==> src/rtl/copro_host_pkg.sv <==
// Shared types and default widths for the coprocessor host-side register master.
package copro_host_pkg;

    localparam int unsigned DATA_W_DEF = 256;
    localparam int unsigned SEL_W_DEF  = 4;

    typedef enum logic [1:0] {
        ST_IDLE,
        ST_WRITE,
        ST_READ,
        ST_RESP
    } state_e;

    function automatic int unsigned max_u(input int unsigned a, input int unsigned b);
        return (a > b) ? a : b;
    endfunction

endpackage

==> src/rtl/copro_host_if.sv <==
// Command/response handshake plus coprocessor register port, bundled for the host master.
interface copro_host_if #(
    parameter int unsigned DATA_W = 256,
    parameter int unsigned SEL_W  = 4
);
    logic              cmd_valid;
    logic              cmd_ready;
    logic              cmd_write;
    logic [SEL_W-1:0]  cmd_sel;
    logic [DATA_W-1:0] cmd_data;
    logic              rsp_valid;
    logic              rsp_ready;
    logic [DATA_W-1:0] rsp_data;
    logic              rsp_err;
    logic              busy;
    logic              readWrite;
    logic [SEL_W-1:0]  selectWrite;
    logic [DATA_W-1:0] writeBus;
    logic [SEL_W-1:0]  selectRead;
    logic [DATA_W-1:0] dataOut;

    modport master (
        input  cmd_valid, cmd_write, cmd_sel, cmd_data, rsp_ready, dataOut,
        output cmd_ready, rsp_valid, rsp_data, rsp_err, busy,
               readWrite, selectWrite, writeBus, selectRead
    );

    modport slave (
        output cmd_valid, cmd_write, cmd_sel, cmd_data, rsp_ready, dataOut,
        input  cmd_ready, rsp_valid, rsp_data, rsp_err, busy,
               readWrite, selectWrite, writeBus, selectRead
    );
endinterface

==> src/rtl/copro_phase_timer.sv <==
// Loadable down-counter that stops at 1; done flags the last cycle of a timed phase.
module copro_phase_timer #(
    parameter int unsigned CNT_W = 2
) (
    input  logic             clk_i,
    input  logic             rst_i,
    input  logic             load_i,
    input  logic [CNT_W-1:0] load_val_i,
    output logic             done_o
);
    logic [CNT_W-1:0] cnt_q, cnt_d;

    always_comb begin
        cnt_d = cnt_q;
        if (load_i) begin
            cnt_d = load_val_i;
        end else if (cnt_q > CNT_W'(1)) begin
            cnt_d = cnt_q - CNT_W'(1);
        end
    end

    always_ff @(posedge clk_i) begin
        if (rst_i) begin
            cnt_q <= '0;
        end else begin
            cnt_q <= cnt_d;
        end
    end

    assign done_o = (cnt_q == CNT_W'(1));
endmodule

==> src/rtl/copro_host_master.sv <==
// Host-side initiator: one command becomes a timed coprocessor write or read, then one response.
// Define COPRO_HOST_READBACK_EN to follow every write with a verifying read of the same register.
module copro_host_master
    import copro_host_pkg::*;
#(
    parameter int unsigned DATA_W     = DATA_W_DEF,
    parameter int unsigned SEL_W      = SEL_W_DEF,
    parameter int unsigned WRITE_HOLD = 2,
    parameter int unsigned READ_LAT   = 1
) (
    input  logic         clock,
    input  logic         reset,
    copro_host_if.master bus
);
    localparam int unsigned CNT_W = $clog2(max_u(WRITE_HOLD, READ_LAT) + 1);

    state_e            state_q, state_d;
    logic              accept;
    logic              tmr_load, tmr_done;
    logic [CNT_W-1:0]  tmr_val;
    logic [SEL_W-1:0]  sel_q, sel_d, selw_q, selw_d, selr_q, selr_d;
    logic [DATA_W-1:0] wdata_q, wdata_d, rdata_q, rdata_d, wbus_q, wbus_d;
    logic              rw_q, rw_d;
`ifdef COPRO_HOST_READBACK_EN
    logic              wr_q, wr_d, err_q, err_d;
`endif

    assign accept = (state_q == ST_IDLE) && bus.cmd_valid;

    always_ff @(posedge clock) begin
        if (reset) state_q <= ST_IDLE;
        else       state_q <= state_d;
    end

    always_comb begin
        state_d  = state_q;
        tmr_load = 1'b0;
        tmr_val  = '0;
        case (state_q)
            ST_IDLE: if (bus.cmd_valid) begin
                state_d  = bus.cmd_write ? ST_WRITE : ST_READ;
                tmr_load = 1'b1;
                tmr_val  = bus.cmd_write ? CNT_W'(WRITE_HOLD) : CNT_W'(READ_LAT);
            end
            ST_WRITE: if (tmr_done) begin
`ifdef COPRO_HOST_READBACK_EN
                state_d  = ST_READ;
                tmr_load = 1'b1;
                tmr_val  = CNT_W'(READ_LAT);
`else
                state_d  = ST_RESP;
`endif
            end
            ST_READ:  if (tmr_done) state_d = ST_RESP;
            ST_RESP:  if (bus.rsp_ready) state_d = ST_IDLE;
            default:  state_d = ST_IDLE;
        endcase
    end

    // Coprocessor outputs are computed from the next state so the registers line up with it.
    always_comb begin
        sel_d   = sel_q;
        wdata_d = wdata_q;
        rdata_d = rdata_q;
`ifdef COPRO_HOST_READBACK_EN
        wr_d    = wr_q;
        err_d   = err_q;
`endif
        if (accept) begin
            sel_d   = bus.cmd_sel;
            wdata_d = bus.cmd_data;
            rdata_d = '0;
`ifdef COPRO_HOST_READBACK_EN
            wr_d    = bus.cmd_write;
            err_d   = 1'b0;
`endif
        end
        if ((state_q == ST_READ) && tmr_done) begin
            rdata_d = bus.dataOut;
`ifdef COPRO_HOST_READBACK_EN
            err_d   = wr_q && (bus.dataOut != wdata_q);
`endif
        end
        rw_d   = (state_d == ST_WRITE);
        selw_d = rw_d ? sel_d : '0;
        wbus_d = rw_d ? wdata_d : '0;
        selr_d = (state_d == ST_READ) ? sel_d : selr_q;
    end

    always_ff @(posedge clock) begin
        if (reset) begin
            sel_q   <= '0;
            wdata_q <= '0;
            rdata_q <= '0;
            rw_q    <= 1'b0;
            selw_q  <= '0;
            wbus_q  <= '0;
            selr_q  <= '0;
`ifdef COPRO_HOST_READBACK_EN
            wr_q    <= 1'b0;
            err_q   <= 1'b0;
`endif
        end else begin
            sel_q   <= sel_d;
            wdata_q <= wdata_d;
            rdata_q <= rdata_d;
            rw_q    <= rw_d;
            selw_q  <= selw_d;
            wbus_q  <= wbus_d;
            selr_q  <= selr_d;
`ifdef COPRO_HOST_READBACK_EN
            wr_q    <= wr_d;
            err_q   <= err_d;
`endif
        end
    end

    copro_phase_timer #(.CNT_W(CNT_W)) u_timer (
        .clk_i      (clock),
        .rst_i      (reset),
        .load_i     (tmr_load),
        .load_val_i (tmr_val),
        .done_o     (tmr_done)
    );

    assign bus.cmd_ready   = (state_q == ST_IDLE);
    assign bus.busy        = (state_q != ST_IDLE);
    assign bus.rsp_valid   = (state_q == ST_RESP);
    assign bus.rsp_data    = rdata_q;
`ifdef COPRO_HOST_READBACK_EN
    assign bus.rsp_err     = err_q;
`else
    assign bus.rsp_err     = 1'b0;
`endif
    assign bus.readWrite   = rw_q;
    assign bus.selectWrite = selw_q;
    assign bus.writeBus    = wbus_q;
    assign bus.selectRead  = selr_q;
endmodule

==> src/flat_wrapper.sv <==
// flat-port wrapper written by rule: the top's interface ports become plain ports
module copro_host_master_flat import copro_host_pkg::*;
#(
    parameter int unsigned DATA_W     = DATA_W_DEF,
    parameter int unsigned SEL_W      = SEL_W_DEF,
    parameter int unsigned WRITE_HOLD = 2,
    parameter int unsigned READ_LAT   = 1
)
  (clock, reset, bus_cmd_valid, bus_cmd_write, bus_cmd_sel, bus_cmd_data, bus_rsp_ready, bus_dataOut, bus_cmd_ready, bus_rsp_valid, bus_rsp_data, bus_rsp_err, bus_busy, bus_readWrite, bus_selectWrite, bus_writeBus, bus_selectRead);
  copro_host_if #(.DATA_W(DATA_W), .SEL_W(SEL_W)) bus_i ();
  input  logic clock;
  input  logic reset;
  input wire logic [$bits(bus_i.cmd_valid)-1:0] bus_cmd_valid;
  input wire logic [$bits(bus_i.cmd_write)-1:0] bus_cmd_write;
  input wire logic [$bits(bus_i.cmd_sel)-1:0] bus_cmd_sel;
  input wire logic [$bits(bus_i.cmd_data)-1:0] bus_cmd_data;
  input wire logic [$bits(bus_i.rsp_ready)-1:0] bus_rsp_ready;
  input wire logic [$bits(bus_i.dataOut)-1:0] bus_dataOut;
  output wire logic [$bits(bus_i.cmd_ready)-1:0] bus_cmd_ready;
  output wire logic [$bits(bus_i.rsp_valid)-1:0] bus_rsp_valid;
  output wire logic [$bits(bus_i.rsp_data)-1:0] bus_rsp_data;
  output wire logic [$bits(bus_i.rsp_err)-1:0] bus_rsp_err;
  output wire logic [$bits(bus_i.busy)-1:0] bus_busy;
  output wire logic [$bits(bus_i.readWrite)-1:0] bus_readWrite;
  output wire logic [$bits(bus_i.selectWrite)-1:0] bus_selectWrite;
  output wire logic [$bits(bus_i.writeBus)-1:0] bus_writeBus;
  output wire logic [$bits(bus_i.selectRead)-1:0] bus_selectRead;
  assign bus_i.cmd_valid = bus_cmd_valid;
  assign bus_i.cmd_write = bus_cmd_write;
  assign bus_i.cmd_sel = bus_cmd_sel;
  assign bus_i.cmd_data = bus_cmd_data;
  assign bus_i.rsp_ready = bus_rsp_ready;
  assign bus_i.dataOut = bus_dataOut;
  assign bus_cmd_ready = bus_i.cmd_ready;
  assign bus_rsp_valid = bus_i.rsp_valid;
  assign bus_rsp_data = bus_i.rsp_data;
  assign bus_rsp_err = bus_i.rsp_err;
  assign bus_busy = bus_i.busy;
  assign bus_readWrite = bus_i.readWrite;
  assign bus_selectWrite = bus_i.selectWrite;
  assign bus_writeBus = bus_i.writeBus;
  assign bus_selectRead = bus_i.selectRead;
  copro_host_master #(.DATA_W(DATA_W), .SEL_W(SEL_W), .WRITE_HOLD(WRITE_HOLD), .READ_LAT(READ_LAT)) u_core (.clock(clock), .reset(reset), .bus(bus_i));
endmodule
==> config.mk <==
export PLATFORM = sky130hd
export DESIGN_NAME = copro_host_master_flat
export DESIGN_NICKNAME = d
export VERILOG_FILES = /design/src/rtl/copro_host_pkg.sv /design/src/rtl/copro_host_if.sv /design/src/rtl/copro_phase_timer.sv /design/src/rtl/copro_host_master.sv /design/src/flat_wrapper.sv
export SDC_FILE = /design/constraint.sdc
export NUM_CORES = 1
export LEC_CHECK = 0
export BUFFER_PORTS_ARGS = -buffer_cell sky130_fd_sc_hd__buf_4
export CAP_MARGIN = 0
export CELL_PAD_IN_SITES_DETAIL_PLACEMENT = 1
export CELL_PAD_IN_SITES_GLOBAL_PLACEMENT = 2
export CORE_AREA = 2 2 410 412
export DETAILED_ROUTE_END_ITERATION = 12
export DIE_AREA = 0 0 412 414
export HOLD_SLACK_MARGIN = 0.1
export PLACE_DENSITY_LB_ADDON = 0.1
export SETUP_SLACK_MARGIN = 0.02
export SYNTH_ARGS = -nofsm -noshare
export SYNTH_HDL_FRONTEND = slang
export SYNTH_SLANG_ARGS = --single-unit
==> constraint.sdc <==
create_clock -name clock -period 6.2 [get_ports clock]
set_clock_uncertainty 0.2 [all_clocks]
set_input_delay 1.55 -clock clock [delete_from_list [all_inputs] [get_ports clock]]
set_output_delay 1.55 -clock clock [all_outputs]
set_load 0.03 [all_outputs]
# After elaboration in Yosys (flattened, before gate mapping)
# Cells that the tools add are included.
[classes] addsub=1 magnitude_cmp=1 eq_ne=6 muxes=16 n_bitwise=1 n_reduce_logical=8
[ops] op="$mux 256" count=3
[ops] op="$mux 2" count=9
[ops] op="$eq 2x1->1 const B" count=3
[ops] op="$eq 2x2->1 const B" count=3
[ops] op="$pmux 2 s3" count=1
[ops] op="$reduce_bool 2->1" count=3
[ops] op="$mux 4" count=1
[ops] op="$reduce_or 2->1" count=2
[ops] op="$gt 2x1->1 const B" count=1
[ops] op="$logic_and 1x1->1" count=2
[ops] op="$logic_not 2->1" count=1
[ops] op="$mux 1" count=2
[ops] op="$sub 2x1->2 const B" count=1
[ops] op="$not 1->1" count=1
[word_totals] reg_bits=785 output_inout_bits=525 wordCells=42

# Longest topological paths before layout
# Gate-level depths: netlist (run 1).
[depth] depth_word=6 depth_mapped=9 ltp_nobuf=6

# Hierarchy
# A second synthesis (run 1) with hierarchy kept.
[unflattened] hier_cells=2338 area_unflattened_um2=24952.7
[by_module_without_submodules] module="copro_host_master" n_inst=1 cells_each=2325 area_each_um2=24845.1 seq_area_each_um2=15675.0
[by_module_without_submodules] module="copro_phase_timer" n_inst=1 cells_each=13 area_each_um2=107.6 seq_area_each_um2=40.0

# Least setup slack after synthesis (run 1)
# No wires, ideal clock.
[synth_path] path_kind="input to register" start="input port bus_cmd_valid" end="register u_core.wbus_q[188] (netlist: u_core.bus.writeBus[188])" setup_ps=64 t_arrival_ps=2648 required_time_ps=5936 path_slack_ps=3288 stages=6 n_path_buf=2 cell_sequence="or2_1 a31oi_2 nand4_2 buf_4 buf_4 nor2_1"
[synth_via] elab_chain_cells=5 elab_cells_between_ends=7
[synth_rtl] item="from (decl)" line="flat_wrapper.sv:13" source="input wire logic [$bits(bus_i.cmd_valid)-1:0] bus_cmd_valid;"
[synth_rtl] item="$mux 2" line="copro_host_master.sv:40" source="ST_IDLE: if (bus.cmd_valid) begin"
[synth_rtl] item="$pmux 2 s3" line="copro_host_master.sv:39" source="case (state_q)"
[synth_rtl] item="$eq 2x1->1" line="copro_host_master.sv:84" source="rw_d = (state_d == ST_WRITE);"
[synth_rtl] item="$not 1->1 (no source line)"
[synth_rtl] item="$reduce_or 2->1 (no source line)"
[synth_rtl] item="to (signal assigned)" line="copro_host_master.sv:109" source="wbus_q <= wbus_d;"
[synth_rtl] item="to (decl)" line="copro_host_master.sv:22" source="logic [DATA_W-1:0] wdata_q, wdata_d, rdata_q, rdata_d, wbus_q, wbus_d;"
# Several ways; a longest one is shown, not always the timed one.
# A chain may end at the register's enable or synchronous reset.

# Worst setup path after layout (run 1)
[layout_path] start="register u_core.state_q[0]" end="output port bus_busy"
[layout_via] elab_chain_cells=1
[layout_rtl] item="from (decl)" line="copro_host_master.sv:17" source="state_e state_q, state_d;"
[layout_rtl] item="from (signal assigned)" line="copro_host_master.sv:32" source="else state_q <= state_d;"
[layout_rtl] item="$reduce_bool 2->1" line="copro_host_master.sv:127" source="assign bus.busy = (state_q != ST_IDLE);"
[layout_rtl] item="to (decl)" line="flat_wrapper.sv:23" source="output wire logic [$bits(bus_i.busy)-1:0] bus_busy;"
# No other way between the ends.

==> metrics.txt, run 1 <==
status finished, final reports clean; routed vias/inst 3.665; IO buf count 1,044; min-delay src u_core.wdata_q[251]; final setup margin 2.555 ns; distinct cell type count after synthesis 28; Sw Ratio 0.2936; Hold Path Sink u_core.bus.writeBus[251]; CP Class register to output pin; initial antenna violation count 39; TritonCTS clock tree built; Worst-path clk slew 0.05 ns; register-to-register setup slack 2.85 ns; clock share of power 0.429; via count 20,469; row count 150; synthesized area per cell 10.60 µm²; largest net degree at the start of global routing 155; Peak supply drop 0.1941 mV; Critical-path top delay cell dfxtp_1; first-pass GRT wire length 165.7 mm; worst-margin pin slew 1.214 ns; Inserted Clock Buffers 101; Int Power 9.954 mW; Die Wd 412 µm; Max Cap Viol 0; Critical path buffers and inverters 3; gp weighted congestion 0.7514; Routed Antenna Nets 0; dpl hpwl 87.52 mm; Routed WL 118.9 mm; combinational group share of total power 0.175; Reg power frac 0.396; path depth of the worst reg2reg path 8; Psw 4.138 mW; Final Hold Viols 0; critical path capture point type output pin; Starting DRT DRC Count 712; Filler cells 19,133; Hold WC Path Type register to register; number of clock sinks 785; leakage 16.31 nW; Crit path top cell by count inv_1; #FFs+latches synth 785; Synth Instances 2,297; CTS root buf clkbuf_16; DRC violations left 0; Critical Path Start Type register; Net count, final 3,815; crit-path cells inv_1, ha_1, inv_1, buf_4; met3 wire len 11.85 mm; worst skew pair latency 0.69 ns; Core ar. 166,300 µm²; Crit Path Max Fanout 7; reg2reg end u_core.bus.rsp_data[38]; Detailed Routing Iterations Pass 1 5; worst r2r src u_core.state_q[0]; Worst path depth 4; remaining global-route overflow 0; H-tree depth 3; fmax 274.3 MHz; Tcrit/Tclk final 0.5879; Placed Cells 5,391; final setup vio count 0; full die area 170,600 µm²; Final Non-Filler Cells 5,585; Syn Nets 2,822; Initial Util 0.1464; postcts setup bufs 0; Post-CTS Resized 0; GRT Total Usage 0.1338; Metal-1 WL 43.82 mm; setup_tns 0 ns; Max Transition Viols Final 0; vias in the first global route 21,790; worst hold path depth 2; relative max-transition margin 0.1907; Top Metal Used met5; register area share after synthesis 0.6457; WP data arrival 1.90 ns; synth warn 0; drt wl/cell 21.29 µm; minimum clock period after layout 3.645 ns; slowest stage delay, CP 0.39 ns; power per cell area 373.0 nW/µm²; Worst Path Required 4.45 ns; # IOs 1,046; die height 414 µm; Clock Tree Buf Depth 3; RSZ-0062 raised after global routing no; critical path's top delay family buffers and inverters; pre-CTS WS 1.897 ns; proportion of layout cells with a drive suffix above 1 0.3655; Layout Area Growth over Synthesis 55.21%; area of the mapped netlist 24,340 µm²; hold buffers post-CTS 0; met2 wire length 60.03 mm
[tightest hold or removal path: stages, from the launching register on]
cell,delay [ns]
dfxtp_1,0.30
mux2i_1,0.07
nor2_1,0.09
[cells in the mapped netlist]
cell / n / area, µm²
nor2b_1: 5 / 31.28
and3b_1: 1 / 8.760
nor2_1: 779 / 2924
and2_1: 2 / 12.51
nand2b_1: 1 / 6.260
mux2i_1: 261 / 2613
conb_1: 1 / 3.750
xnor2_1: 1 / 8.760
a22oi_1: 257 / 1929
or3_1: 1 / 6.260
nor3b_1: 1 / 7.510
clkbuf_1: 96 / 360.4
and4b_1: 1 / 10.01
a31oi_2: 1 / 12.51
ha_1: 4 / 50.05
o21ai_0: 1 / 5.000
nand4_2: 1 / 12.51
buf_6: 12 / 135.1
buf_1: 1 / 3.750
o211ai_1: 2 / 15.01
a21oi_1: 3 / 15.01
or2_1: 1 / 6.260
buf_2: 49 / 245.2
mux2_2: 4 / 45.04
dfxtp_1: 785 / 15720
buf_4: 16 / 120.1
nand2_1: 5 / 18.77
inv_1: 5 / 18.77
[sequential cells by signal, summed over array words and instances (netlist names)]
register	count
u_core.sel_q	4
u_core.state_q	2
u_core.wdata_q	256
u_core.bus.selectWrite	4
u_core.bus.readWrite	1
u_core.bus.writeBus	256
u_core.bus.rsp_data	256
u_core.u_timer.cnt_q	2
u_core.bus.selectRead	4
[logic make-up after synthesis]
kind of cell / after synthesis / share of synthesized area
simple gates: 798 / 0.1251
flops: 785 / 0.6457
mux: 265 / 0.1092
compound gates: 264 / 0.08122
buf+inv: 179 / 0.03629
fa+ha+maj: 4 / 0.002056
other cells: 1 / 0.0001541
xor+xnor: 1 / 0.0003599
[power by group through the flow]
stage	Clock [mW]	Sequential (mW)	Combinational [mW]
2_1_floorplan	0	6.05	1.12
3_3_place_gp	0	5.69	2.50
3_5_place_dp	0	5.69	2.53
4_1_cts	6.33	5.59	2.54
5_1_grt	6.51	5.62	2.67
6_report	6.05	5.58	2.47
[worst max-delay path by stage]
| stage | from | endpoint | slack (ns) |
|---|---|---|---|
| floorplan | bus_cmd_valid | u_core.bus.writeBus[188] | 3.29 |
| global placement | bus_cmd_valid | u_core.bus.selectWrite[3] | 1.98 |
| finish | u_core.state_q[0] | bus_busy | 2.55 |
| global route | u_core.state_q[1] | bus_busy | 2.38 |
| detailed placement | bus_cmd_valid | u_core.bus.writeBus[186] | 1.90 |
| CTS | u_core.state_q[0] | bus_busy | 2.41 |
[cell type report]
type | count | area [µm²] | share of cell area
clock inverter | 27 | 369.1 | 0.009770
tap | 2204 | 2758 | 0.07300
sequential | 785 | 15720 | 0.4160
multi-input combinational | 1333 | 7762 | 0.2055
inverter | 5 | 18.77 | 0.0004968
antenna | 10 | 25.02 | 0.0006624
clock buffer | 157 | 3059 | 0.08098
timing repair buffer | 1064 | 8070 | 0.2136
[cell usage in the layout, fill, tap and decap left out, types with 6 or more instances in the layout]
cell type  instances
dfxtp_1          785
clkbuf_1          25
a22oi_1          257
nor2_1           778
buf_4           1057
buf_12             6
clkinv_2          15
mux2i_1          261
diode_2           10
clkbuf_8          30
clkbuf_16        102
[metrics by stage]
step | hold slack (ns) | power (mW) | util | cell area, µm²
2_1_floorplan | 0.2557 | 7.173 | - | 24340
3_3_place_gp | 0.2675 | 8.184 | 0.2064 | 34320
3_5_place_dp | 0.2762 | 8.227 | 0.2064 | 34320
4_1_cts | 0.2589 | 14.46 | 0.2270 | 37750
5_1_grt | 0.2863 | 14.79 | 0.2271 | 37760
6_report | 0.2499 | 14.09 | 0.2272 | 37780
[metal layers]
metal | vias to the layer above | GRT usage
li1 | 9656 | -
met1 | 9885 | 0.1376
met2 | 681 | 0.2394
met3 | 193 | 0.06236
met4 | 54 | 0.03953
met5 | - | 0
Power figures use the tool's default switching activity.
==> inputs of run 2 (changes only) <==
--- a/config.mk
+++ b/config.mk
@@ -9,9 +9,9 @@
 export CAP_MARGIN = 0
 export CELL_PAD_IN_SITES_DETAIL_PLACEMENT = 1
 export CELL_PAD_IN_SITES_GLOBAL_PLACEMENT = 2
-export CORE_AREA = 2 2 410 412
+export CORE_AREA = 2 2 412 414
 export DETAILED_ROUTE_END_ITERATION = 12
-export DIE_AREA = 0 0 412 414
+export DIE_AREA = 0 0 414 416
 export HOLD_SLACK_MARGIN = 0.1
 export PLACE_DENSITY_LB_ADDON = 0.1
 export SETUP_SLACK_MARGIN = 0.02
==> constraint.sdc (replaced) <==
create_clock -name clock -period 3.7 [get_ports clock]
set_clock_uncertainty 0.2 [all_clocks]
set_input_delay 0.925 -clock clock [delete_from_list [all_inputs] [get_ports clock]]
set_output_delay 0.925 -clock clock [all_outputs]
set_load 0.03 [all_outputs]
==> run 2 against run 1 <==
  * Total power grew 65%
  * Cell count grew 0.41%
  * Setup slack lost 1.8 ns
  * Largest power group unchanged
  * Sequential share of layout area shrank 0.15 points
==> metrics.txt, run 2 (synthesized netlist as in run 1, its figures left out) <==
status finished, final reports clean (unchanged); IO buf count 1,044 (unchanged); met1 Track Usage GR 0.1311 (was 0.1376); most common cell after layout, fill and taps aside buf_4 (unchanged); most frequent cells in the layout buf_4 (1,062), dfxtp_1 (785), nor2_1 (778), mux2i_1 (261), a22oi_1 (257) (was buf_4 (1,057), dfxtp_1 (785), nor2_1 (778), mux2i_1 (261), a22oi_1 (257)); Final Hold Viols 0 (unchanged); Filler cells 19,316 (was 19,133); met2 usage 0.2465 (was 0.2394); postcts setup bufs 0 (unchanged); WP data arrival 1.81 ns (was 1.90 ns); TritonCTS clock tree built (unchanged); RSZ-0062 raised after global routing no (unchanged); critical path capture point type output pin (unchanged); Worst Path Required 2.57 ns (was 4.45 ns); Reg power frac 0.402 (was 0.396); Peak supply drop 0.3201 mV (was 0.1941 mV); Core ar. 168,100 µm² (was 166,300 µm²); Initial Util 0.1448 (was 0.1464); number of clock sinks 785 (unchanged); DRC violations left 0 (unchanged); final setup vio count 0 (unchanged); leakage 16.37 nW (was 16.31 nW); largest net degree at the start of global routing 162 (was 155); via count 20,504 (was 20,469); combinational group share of total power 0.181 (was 0.175); Crit Path Max Fanout 7 (unchanged); routed vias/inst 3.656 (was 3.665); setup_tns 0 ns (unchanged); Routed Antenna Nets 0 (unchanged); H-tree depth 3 (unchanged); Post-CTS Resized 0 (unchanged); dpl cell area 34,600 µm² (was 34,320 µm²); gp weighted congestion 0.7572 (was 0.7514); Die Wd 414 µm (was 412 µm); # IOs 1,046 (unchanged); CP Class register to output pin (unchanged); remaining global-route overflow 0 (unchanged); Hold WC Path Type register to register (unchanged); Starting DRT DRC Count 708 (was 712); Net count, final 3,832 (was 3,815); Detailed Routing Iterations Pass 1 5 (unchanged); Clock Tree Buf Depth 3 (unchanged); Tcrit/Tclk final 0.7936; GR met3 Demand/Resource 0.06128 (was 0.06236); vias in the first global route 22,062 (was 21,790); initial antenna violation count 33 (was 39); clock share of power 0.417 (was 0.429); worst-margin pin slew 0.8634 ns (was 1.214 ns); die height 416 µm (was 414 µm); Critical Path Start Type register (unchanged); Layout Area Growth over Synthesis 55.76% (was 55.21%); Worst-path clk slew 0.05 ns (about the same); Sw Ratio 0.2892 (was 0.2936); design area 37,910 µm² (was 37,780 µm²); minimum clock period after layout 2.936 ns; full die area 172,200 µm² (was 170,600 µm²); hold buffers post-CTS 0 (unchanged); Int Power 16.53 mW (was 9.954 mW); worst skew pair latency 0.69 ns (about the same); drt wl/cell 21.14 µm (was 21.29 µm); register-to-register setup slack 1.09 ns (was 2.85 ns); Max Transition Viols Final 0 (unchanged); GRT Total Usage 0.1331 (was 0.1338); Psw 6.724 mW (was 4.138 mW); power per cell area 613.3 nW/µm² (was 373.0 nW/µm²); proportion of layout cells with a drive suffix above 1 0.3680 (was 0.3655); multi-input logic area 7762 µm² (unchanged); Inserted Clock Buffers 102 (was 101); CTS root buf clkbuf_16 (unchanged); Seq. cell area 15,720 µm² (unchanged); Max Cap Viol 0 (unchanged); dpl hpwl 88.49 mm (was 87.52 mm); busiest grt layer met2 (unchanged); Routed WL 118.5 mm (was 118.9 mm); fmax 340.6 MHz; relative max-transition margin 0.4244 (was 0.1907); first-pass GRT wire length 166.5 mm (was 165.7 mm); row count 151 (was 150)
[run 2: changes by cell type in the layout (fill, tap and decap cells not counted), moves of 2 or more]
cell | previous run | this run
buf_12 | 6 | 17
buf_4 | 1057 | 1062
bufinv_16 | 5 | 1
clkbuf_1 | 25 | 21
clkbuf_16 | 102 | 105
clkinv_16 | 3 | 1
diode_2 | 10 | 12
inv_6 | 2 | 0
[run 2: layout make-up]
cell class / count / area share
flip-flops and latches: 785 / 0.4145
clock buffers: 156 / 0.08228
clock inverters: 19 / 0.004290
repair buffers: 1080 / 0.2197
well taps: 2218 / 0.07320
inverters: 5 / 0.0004950
diodes: 12 / 0.0007921
multi-input cells: 1333 / 0.2048
[run 2: path summary, 6_finish.rpt]
path / start / cells past startpoint / endpoint
max: u_core.state_q[0] / 4 / bus_busy
min: u_core.wdata_q[47] / 2 / u_core.bus.writeBus[47]
max reg2reg: u_core.state_q[0] / 7 / u_core.bus.rsp_data[207]
min reg2reg: u_core.wdata_q[47] / 2 / u_core.bus.writeBus[47]
[run 2: metrics by stage]
step / hold slack, ns / instances / util / total power, mW / setup slack, ns
2_1_floorplan: 0.2557 / 2297 / - / 12.02 / 1.363
3_3_place_gp: 0.2666 / 5421 / 0.2058 / 13.81 / 0.7522
3_5_place_dp: 0.2755 / 5421 / 0.2058 / 13.88 / 0.7190
4_1_cts: 0.1777 / 5596 / 0.2253 / 23.91 / 0.6363
5_1_grt: 0.2300 / 5600 / 0.2253 / 24.50 / 0.6175
6_report: 0.2818 / 5608 / 0.2255 / 23.25 / 0.7638
[run 2: layer usage]
layer	wire length, µm	part of all wire
met5	256	0.0022
met4	2689	0.023
met3	11560	0.098
met2	62340	0.53
met1	41690	0.35
[run 2: power by group through the flow]
stage | Sequential, mW | Clock, mW | Combinational, mW
floorplan | 10.1 | 0 | 1.88
global placement | 9.52 | 0 | 4.29
detailed placement | 9.53 | 0 | 4.35
CTS | 9.35 | 10.2 | 4.36
global route | 9.41 | 10.5 | 4.58
finish | 9.34 | 9.70 | 4.21
[run 2: worst max-delay path: stages (launching register included)]
cell and delay (ns):
dfxtp_1 0.41, inv_1 0.09, ha_1 0.30, inv_1 0.13, buf_4 0.20
==> inputs of run 3 (changes only) <==
==> constraint.sdc (replaced) <==
create_clock -name clock -period 2.8 [get_ports clock]
set_clock_uncertainty 0.2 [all_clocks]
set_input_delay 0.7 -clock clock [delete_from_list [all_inputs] [get_ports clock]]
set_output_delay 0.7 -clock clock [all_outputs]
set_load 0.03 [all_outputs]
==> run 3 against run 2 <==
  * Critical path depth stayed put
  * Setup slack got worse by 0.57 ns
  * Clock power up 35%
  * Highest routed layer unchanged
  * Largest cell class unchanged
  * Critical path type unchanged
  * Total power is 37% higher
==> metrics.txt, run 3 (synthesized netlist as in run 1, its figures left out) <==
worst-margin pin slew 1.208 ns (was 0.8634 ns); Hold WC Path Type register to register (unchanged); first-pass GRT wire length 173.8 mm (was 166.5 mm); Routed Antenna Nets 0 (unchanged); DRC violations left 0 (unchanged); # IOs 1,046 (unchanged); pre-CTS WS 0.3152 ns (was 0.7190 ns); Max Cap Viol 0 (unchanged); Routed WL 120.1 mm (was 118.5 mm); Core ar. 168,100 µm² (unchanged); proportion of layout cells with a drive suffix above 1 0.3215 (was 0.3680); crit-path cells inv_1, ha_2, inv_1, buf_4 (was inv_1, ha_1, inv_1, buf_4); setup_tns 0 ns (unchanged); Setup crit end bus_busy (unchanged); remaining global-route overflow 0 (unchanged); critical path's top delay family flip-flops (was buffers and inverters); status finished, final reports clean (unchanged); Die Wd 414 µm (unchanged); slowest stage delay, CP 0.40 ns (was 0.41 ns); Final Non-Filler Cells 6,163 (was 5,608); min-delay src u_core.wdata_q[244] (was u_core.wdata_q[47]); Initial Util 0.1448 (unchanged); drt wl/cell 19.49 µm (was 21.14 µm); Filler cells 19,118 (was 19,316); final setup margin 0.1949 ns (was 0.7638 ns); die height 416 µm (unchanged); Peak supply drop 0.4204 mV (was 0.3201 mV); row count 151 (unchanged); Inserted Clock Buffers 102 (unchanged); leakage 18.70 nW (was 16.37 nW); design area 43,460 µm² (was 37,910 µm²); relative max-transition margin 0.1944 (was 0.4244); Finished Core Util 0.2584 (was 0.2255); Tcrit/Tclk final 0.9304; Detailed Routing Iterations Pass 1 5 (unchanged); dpl hpwl 89.33 mm (was 88.49 mm); Max Transition Viols Final 0 (unchanged); minimum clock period after layout 2.605 ns; routed vias/inst 3.663 (was 3.656); Net count, final 4,371 (was 3,832); Critical Path Start Type register (unchanged); critical path capture point type output pin (unchanged); gp weighted congestion 0.7442 (was 0.7572); CP startpoint u_core.state_q[1] (was u_core.state_q[0]); Layout Area Growth over Synthesis 78.54% (was 55.76%); fmax 383.9 MHz; number of clock sinks 785 (unchanged); Clock Tree Buf Depth 3 (unchanged); worst r2r src u_core.state_q[0] (unchanged); full die area 172,200 µm² (unchanged); Crit Path Max Fanout 7 (unchanged); register-to-register setup slack 0.39 ns (was 1.09 ns); Crit path top cell by count inv_1 (unchanged); worst skew pair latency 0.71 ns (was 0.69 ns); Starting DRT DRC Count 799 (was 708); H-tree depth 3 (unchanged); Critical-path top delay cell dfxtp_1 (unchanged); path depth of the worst reg2reg path 7 (unchanged); Final Hold Viols 0 (unchanged); GRT Total Usage 0.1355 (was 0.1331); largest net degree at the start of global routing 165 (was 162); RSZ-0062 raised after global routing no (unchanged); Worst-path clk slew 0.06 ns (was 0.05 ns); Worst Path Required 1.90 ns (was 2.57 ns); dpl cell area 34,820 µm² (was 34,600 µm²); WP data arrival 1.71 ns (was 1.81 ns); initial antenna violation count 33 (unchanged); vias in the first global route 24,949 (was 22,062); Critical path buffers and inverters 3 (unchanged); TritonCTS clock tree built (unchanged); most common cell after layout, fill and taps aside buf_4 (unchanged); power per cell area 733.0 nW/µm² (was 613.3 nW/µm²); final setup vio count 0 (unchanged); CP Class register to output pin (unchanged); most frequent cells in the layout buf_4 (1,072), dfxtp_1 (784), nor2_1 (778), dlygate4sd3_1 (520), mux2i_1 (261) (was buf_4 (1,062), dfxtp_1 (785), nor2_1 (778), mux2i_1 (261), a22oi_1 (257)); Worst path depth 4 (unchanged); via count 22,573 (was 20,504); IO buf count 1,044 (unchanged); CTS root buf clkbuf_16 (unchanged); Placed Cells 5,436 (was 5,421); reg2reg end u_core.wdata_q[221] (was u_core.bus.rsp_data[207])
[run 3: cell types whose count changed in the layout (fill, tap and decap cells not counted), moves of 6 or more]
cell / before / now
buf_12: 17 / 26
buf_4: 1062 / 1072
clkbuf_1: 21 / 31
clkbuf_8: 30 / 24
diode_2: 12 / 20
dlygate4sd3_1: 0 / 520
[run 3: routing by layer]
layer	share of wire	up-vias	wire length, µm	track usage
met1	0.38	10933	45710	0.1438
met3	0.072	173	8599	0.04640
met4	0.026	26	3156	0.04402
met2	0.52	660	62490	0.2492
li1	-	10781	-	-
met5	0.0013	-	159	0
[run 3: layout make-up]
class / instances / area (µm²) / share of cell area
clock buffers: 157 / 2999 / 0.06902
well taps: 2218 / 2775 / 0.06386
flip-flops and latches: 785 / 15720 / 0.3617
multi-input cells: 1333 / 7765 / 0.1787
repair buffers: 1619 / 13790 / 0.3173
inverters: 5 / 18.77 / 0.0004319
diodes: 20 / 50.05 / 0.001152
clock inverters: 26 / 342.8 / 0.007889
[run 3: worst min-delay path by stage]
stage | to | slack (ns) | cells after the start
after floorplan | u_core.bus.writeBus[118] | 0.26 | 2
after global placement | u_core.wdata_q[185] | 0.27 | 2
after detailed placement | u_core.bus.writeBus[147] | 0.27 | 2
after CTS | u_core.state_q[0] | 0.20 | 5
after global routing | u_core.state_q[0] | 0.31 | 4
final | u_core.bus.writeBus[244] | 0.28 | 2
[run 3: power by group]
part / internal (mW) / switching (mW) / leakage (nW)
clock: 7.74 / 5.31 / 1.64
combinational: 2.74 / 3.70 / 10.7
sequential: 12.1 / 0.299 / 6.38
total: 22.5 / 9.31 / 18.7
[run 3: timing repair]
item | 4_1_cts | 5_1_grt
endpoints found under the hold margin | 778 | 0
resized for setup | 1 | 1
buffers inserted | 0 | 4
hold buffers | 520 | 0
pin swaps | 0 | 1
setup endpoints to repair | 1 | 3
[run 3: through the flow]
stage | hold WS [ns] | total power, mW
after floorplan | 0.2557 | 15.88
after global placement | 0.2671 | 18.40
after detailed placement | 0.2749 | 18.52
after CTS | 0.1961 | 32.68
after global routing | 0.3081 | 33.58
final | 0.2760 | 31.85
[run 3: worst register-to-register path: stages (launching register included)]
cell and delay (ns):
dfxtp_2 0.34, inv_1 0.08, ha_2 0.27, and2_4 0.20, buf_4 0.31, mux2i_1 0.31, nor2_1 0.06, dlygate4sd3_1 0.55
